$ cat config.mk
export PLATFORM = sky130hd
export DESIGN_NAME = dff_share_arbiter
export DESIGN_NICKNAME = d
export VERILOG_FILES = /design/src/rtl/dff_share_pkg.sv /design/src/rtl/rr_pick.sv /design/src/rtl/dff_share_arbiter.sv
export SDC_FILE = /design/constraint.sdc
export NUM_CORES = 1
export LEC_CHECK = 0
export ABC_CLOCK_PERIOD_IN_PS = 3950
export CAP_MARGIN = 20
export CORE_MARGIN = 5
export CORE_UTILIZATION = 40
export CTS_CLUSTER_SIZE = 12
export DETAILED_ROUTE_END_ITERATION = 12
export HOLD_SLACK_MARGIN = 0.15
export PLACE_DENSITY = 0.87
export SYNTH_ARGS = -nofsm -noshare
export SYNTH_HDL_FRONTEND = slang
export SYNTH_SLANG_ARGS = --single-unit
$ cat constraint.sdc
create_clock -name clk -period 3.95 [get_ports clk]
set_input_delay 1.185 -clock clk [delete_from_list [all_inputs] [get_ports clk]]
set_output_delay 1.185 -clock clk [all_outputs]
set_load 0.03 [all_outputs]
$ cat src/rtl/dff_share_pkg.sv
// Shared types and width helpers for the shared-register arbiter.
package dff_share_pkg;

  typedef enum logic [0:0] {
    StIdle,
    StOwned
  } state_e;

  function automatic int unsigned idx_width(int unsigned n);
    return (n > 1) ? $clog2(n) : 1;
  endfunction

  function automatic int unsigned hold_width(int unsigned max_hold);
    return $clog2(max_hold + 1);
  endfunction

endpackage

$ cat src/rtl/rr_pick.sv
// Combinational round-robin picker: first set request at or after ptr, wrapping N-1 -> 0.
module rr_pick #(
  parameter int unsigned N     = 4,
  parameter int unsigned IDX_W = 2
) (
  input  logic [N-1:0]     req,
  input  logic [IDX_W-1:0] ptr,
  output logic [IDX_W-1:0] pick,
  output logic             any
);

  logic [IDX_W:0] idx;

  always_comb begin
    pick = '0;
    any  = 1'b0;
    idx  = '0;
    for (int k = 0; k < int'(N); k++) begin
      idx = {1'b0, ptr} + (IDX_W + 1)'(k);
      if (idx >= (IDX_W + 1)'(N)) begin
        idx = idx - (IDX_W + 1)'(N);
      end
      if (!any && req[idx[IDX_W-1:0]]) begin
        any  = 1'b1;
        pick = idx[IDX_W-1:0];
      end
    end
  end

endmodule

$ cat src/rtl/dff_share_arbiter.sv
// Round-robin write controller sharing one WIDTH-bit register among N requesters.
module dff_share_arbiter
  import dff_share_pkg::*;
#(
  parameter int unsigned N        = 4,
  parameter int unsigned WIDTH    = 8,
  parameter int unsigned MAX_HOLD = 4,
  localparam int unsigned IDX_W   = idx_width(N),
  localparam int unsigned HOLD_W  = hold_width(MAX_HOLD)
) (
  input  logic                 clk,
  input  logic                 reset,
  input  logic [N-1:0]         req,
  input  logic [N*WIDTH-1:0]   data,
  output logic [N-1:0]         gnt,
  output logic [WIDTH-1:0]     q,
  output logic [IDX_W-1:0]     q_owner,
  output logic                 q_valid
);

  state_e             state_q, state_d;
  logic [N-1:0]       gnt_q, gnt_d;
  logic [WIDTH-1:0]   q_q, q_d;
  logic [IDX_W-1:0]   q_owner_q, q_owner_d;
  logic               q_valid_q, q_valid_d;
  logic [IDX_W-1:0]   ptr_q, ptr_d;
  logic [IDX_W-1:0]   owner_q, owner_d;
  logic [HOLD_W-1:0]  hold_q, hold_d;

  logic [IDX_W-1:0]   pick;
  logic               any;
  logic [WIDTH-1:0]   data_arr [N];

  for (genvar i = 0; i < int'(N); i++) begin : g_unpack
    assign data_arr[i] = data[i*WIDTH +: WIDTH];
  end

  rr_pick #(
    .N     (N),
    .IDX_W (IDX_W)
  ) u_rr_pick (
    .req  (req),
    .ptr  (ptr_q),
    .pick (pick),
    .any  (any)
  );

  always_ff @(posedge clk or negedge reset) begin
    if (!reset) begin
      state_q   <= StIdle;
      gnt_q     <= '0;
      q_q       <= '0;
      q_owner_q <= '0;
      q_valid_q <= 1'b0;
      ptr_q     <= '0;
      owner_q   <= '0;
      hold_q    <= '0;
    end else begin
      state_q   <= state_d;
      gnt_q     <= gnt_d;
      q_q       <= q_d;
      q_owner_q <= q_owner_d;
      q_valid_q <= q_valid_d;
      ptr_q     <= ptr_d;
      owner_q   <= owner_d;
      hold_q    <= hold_d;
    end
  end

  always_comb begin
    state_d   = state_q;
    gnt_d     = gnt_q;
    q_d       = q_q;
    q_owner_d = q_owner_q;
    q_valid_d = 1'b0;
    ptr_d     = ptr_q;
    owner_d   = owner_q;
    hold_d    = hold_q;
    unique case (state_q)
      StIdle: begin
        if (any) begin
          gnt_d   = N'(1) << pick;
          owner_d = pick;
          hold_d  = '0;
          state_d = StOwned;
        end
      end
      StOwned: begin
        if (req[owner_q]) begin
          q_d       = data_arr[owner_q];
          q_owner_d = owner_q;
          q_valid_d = 1'b1;
          hold_d    = hold_q + HOLD_W'(1);
        end
        // Release on withdraw, or on the load that uses up the hold budget.
        if (!req[owner_q] || (hold_q == HOLD_W'(MAX_HOLD - 1))) begin
          gnt_d   = '0;
          ptr_d   = (owner_q == IDX_W'(N - 1)) ? '0 : owner_q + IDX_W'(1);
          state_d = StIdle;
        end
      end
      default: state_d = StIdle;
    endcase
  end

  always_comb begin
    gnt     = gnt_q;
    q       = q_q;
    q_owner = q_owner_q;
    q_valid = q_valid_q;
  end

endmodule

After elaboration in Yosys (flattened, before gate mapping). Cells that the tools add are included.

Register bits after elaboration: 23. Input port bits: 38. Output and inout bits: 15. Logic and storage cells: 85.

Add/subtract/negate cells: 9. Magnitude comparators: 10. Equal/unequal tests: 5. Shift operators: 1. Multiplexer cells: 37. Bitwise gates (word level): 2. Reduce and logical (&&, ||, !) cells: 13.

Operator list (number): $mux W2 (9); $bmux W8 S2 (1); $mux W8 (2); $lt A2 B3 Y1 const B (5); $mux W1 (13); $ge A3 B3 Y1 const B (4); $bmux W1 S2 (5); $reduce_and A2 Y1 (5); $mux W4 (2); $pmux W4 S2 (1); $sub A2 B1 Y2 const B (4); $add A2 B2 Y3 const B (2); $mux W3 (2); $pmux W3 S2 (1); $logic_not A1 Y1 (4); $ne A2 B1 Y1 const B (2); $shl A1 B2 Y4 const A (1); $add A2 B1 Y3 const B (1); $add A3 B1 Y3 const B (1); $eq A3 B2 Y1 const B (1); $ge A2 B3 Y1 const B (1); $logic_and A1 B1 Y1 (3); $not A2 Y3 (1); $add A2 B1 Y2 const B (1); 5 further kinds (5).

Longest topological paths before layout.
Depth after elaboration: 17. Mapped depth: 6. Gate-level depth less buffers: 6.

Modules after synthesis. A second synthesis with hierarchy kept.

Cell total of the unflattened synthesis: 121. Area, all modules: 1432.6 um^2.

Modules (own cells, without submodules): dff_share_arbiter (instances 1, cells an instance 106, area each 1355.0 um^2, sequential area each 575.6 um^2); rr_pick (instances 1, cells an instance 15, area each 77.6 um^2, sequential area each 0.0 um^2).

Worst setup path before layout. Ideal clock, no wire load.

Path type: input to register. From: input port req[3]. To: register q_q[1] (netlist: q[1]). Library setup time: 125 ps. Arrival: 2238 ps. Data required time: 3825 ps. Setup slack: 1587 ps. Stages on the path: 4. Buffers on the path: 1. Path through: mux4_2 > nand2_4 > buf_6 > mux2_4.

Longest elaborated chain between the ends: 3.

RTL lines: from (decl) (RTL line dff_share_arbiter.sv:13) `input logic [N-1:0] req,`; $bmux W1 S2 (RTL line dff_share_arbiter.sv:89) `if (req[owner_q]) begin`; $mux W1 (implied by the code) (RTL line dff_share_arbiter.sv:89); $reduce_and A2 Y1 (no source line); to (signal assigned) (RTL line dff_share_arbiter.sv:61) `q_q <= q_d;`; to (decl) (RTL line dff_share_arbiter.sv:23) `logic [WIDTH-1:0] q_q, q_d;`.

No other way between the ends. The select of a mux whose other input is x is not followed. A chain may end at the register's enable or synchronous reset.

Worst setup path after layout.
From: input port req[3]. To: register q_q[7] (netlist: q[7]).

The elaborated chain is that of the path after synthesis.

==> results by group <==
Critical path
  • Crit path DAT: 2820 ps
  • R2R Setup Slk: 1880 ps
  • WP data required: 4150 ps
  • Setup crit start kind: input pin
  • Critical path fanouts, max: 17
  • WS Path Type: input pin to flop
  • Worst Setup End Kind: flop

Clocking
  • H-Tree Depth: 1
  • Max clock buf depth: 2
  • Reg clk slew, reported paths: 130 ps
  • Hold Buf Count CTS: 0
  • Clk Latency, worst-skew pair: 310 ps
  • Post-CTS Setup Inserts: 0
  • CTS Buf Count: 3
  • # resized after CTS: 0
  • TritonCTS clock tree: built
  • Root Driver: clkbuf_4
  • # clock sinks: 23

Timing
  • Worst-margin pin slew: 731 ps
  • Fin crit period: 2620 ps
  • Finish-stage setup viols: 0
  • Period utilization: 66.4%
  • Setup Skew: 6.11 ps
  • Final TNS setup: 0 ps
  • Final Hold Vio Count: 0
  • RSZ-0062 raised after global routing: no
  • Fmax: 381 MHz
  • Rel. slew slack: 51.3%
  • Max-slew violations: 0

Yosys
  • Post-Syn Instances: 96
  • Synth area leader: dfrtp_1
  • Primary FF master, synth: dfrtp_1
  • Number of synthesized register bits: 23
  • Post-synthesis net count: 137
  • Largest cells by area after synthesis: dfrtp_1, mux4_2, mux2_2
  • Register area share after synthesis: 45.3%
  • Synth cell count leaders: dfrtp_1, mux4_2, mux2_2
  • FFs w/ async S/R, synth: 100%
  • Synth top area share: 45.3%
  • Synth warn: 0
  • Mean area per synthesized cell: 13.2 um^2
  • Number of synthesized flops with an enable pin: 0
  • Most common cell in the netlist: dfrtp_1
  • Synthesized area: 0.00127 mm^2
  • Synth unique cells: 31

Pwr
  • Power per standard cell area: 729 mW/mm^2
  • Maximum resistive drop on vdd: 0.342 mV
  • Leakage: 0.000777 uW

Finish
  • Layout cells sized above 1: 19.5%
  • Fin nets: 191
  • Area grow syn2layout: 47.8%
  • Final Cell Area: 0.00188 mm^2
  • Diode count: 0

Global routing
  • Largest net degree at the start of global routing: 24
  • Initial antenna violation count: 0
  • Gr ovfl total: 0
  • First-pass GRT wire length: 5240 um
  • Overall routing resource usage: 15.5%
  • Number of global-route vias before repair: 1131

Floorplan
  • Chip Height: 66.3 um
  • Core area: 0.00305 mm^2
  • Die Area: 0.00440 mm^2
  • Num rows: 20
  • Starting Density: 41.6%
  • Die W: 66.3 um
  • Ports: 53

Placed design
  • DP Wirelength: 2470 um
  • Number of port buffers: 52
  • Post-DP Area: 0.00182 mm^2
  • Routability cong.: 0.850

Drt
  • Drt initial violations: 43
  • Via count: 1053
  • Post-DR vias/cell: 5.46
  • Wire per inst: 16.6 um
  • ANT nets after route: 0
  • Detailed Routing Iterations Pass 1: 4
  • Residual DRC count: 0
  • WL final: 3210 um

Worst hold path
  • Path category of the worst min-delay check: flop to flop

Run status
  • Outcome: finished, final reports clean

Flow run
  • Max_cap viols: 0
==> sequential cells by signal (all words and copies together) (netlist names) <==
| signal | cells |
|---|---|
| q_valid | 1 |
| q | 8 |
| ptr_q | 2 |
| state_q | 1 |
| q_owner | 2 |
| gnt | 4 |
| hold_q | 3 |
| owner_q | 2 |
==> final timing paths <==
kind,startpoint,endpoint,cells past startpoint
max,req[3],q[7]$_DFFE_PN0P_,4
min,hold_q[1]$_DFFE_PN0P_,hold_q[1]$_DFFE_PN0P_,2
max reg2reg,owner_q[1]$_DFFE_PN0P_,q[7]$_DFFE_PN0P_,3
min reg2reg,hold_q[1]$_DFFE_PN0P_,hold_q[1]$_DFFE_PN0P_,2
max in group asynchronous,reset,ptr_q[0]$_DFFE_PN0P_,2
min in group asynchronous,reset,owner_q[0]$_DFFE_PN0P_,1
==> cell families (layout without fill, tap and decap cells) <==
logic type	after synthesis	after routing	share of synthesized area (%)
AND/OR/NAND/NOR	21	21	8.47
AO/OA/AOI/OAI	20	20	12.3
flip-flops	23	23	45.3
multiplexers	22	22	28.2
buffers and inverters	7	60	2.76
adder cells (fa/ha/maj)	3	3	2.96
==> critical path, cell delays in order <==
cell	delay, ps
clkdlybuf4s50_1	510
mux4_2	560
nand2_4	220
mux2_2	360
==> cell usage in the layout (no fill, tap or decap) <==
cell type        count
a21boi_0             1
a21o_1               2
a21oi_1              1
a311oi_1             1
a32o_1               2
buf_16               1
clkbuf_4             3
clkdlybuf4s50_1     52
clkinv_2             1
dfrtp_1             23
ha_1                 3
inv_1                3
mux2_2               8
mux2_4               3
mux2i_1              2
mux4_2               9
nand2_1              5
nand2_4              1
nand2b_1             2
nand3_1              6
nor2_1               3
nor2b_1              2
nor3_1               1
o211a_1              1
o211ai_1             1
o21ai_0              5
o221a_2              1
o221ai_1             1
o221ai_2             1
o31ai_1              3
or2_2                1
==> metal layers <==
layer	share of wire [%]	vias up	track usage, %
met3	11	4	3.91
met1	39	513	17.9
li1	-	479	-
met4	1.5	0	6.35
met2	49	57	27.1
met5	0	-	0
==> layout make-up <==
class | count | area (um^2)
fill | 255 | 1180
sequential | 23 | 576
timing repair buffer | 53 | 548
inverter | 3 | 11.3
tap | 44 | 55.1
clock inverter | 1 | 5.00
multi-input combinational | 66 | 659
clock buffer | 3 | 22.5
==> report_power, final <==
part,internal [uW],switching [uW]
logic,415,370
clock network,37.8,68.6
registers,347,129
==> through the flow <==
stage                     utilization [%]  hold WS [ps]  std cells  setup WS, ps  total power (uW)
after floorplan                         -           464         96          1590              1000
final                                61.5           521        193          1330              1370
after global routing                 61.5           540        193          1280              1450
after detailed placement             59.7           498        188           989              1270
after global placement               59.7           484        188          1030              1240
after CTS                            60.6           527        192          1330              1380
Power figures use the tool's default switching activity.
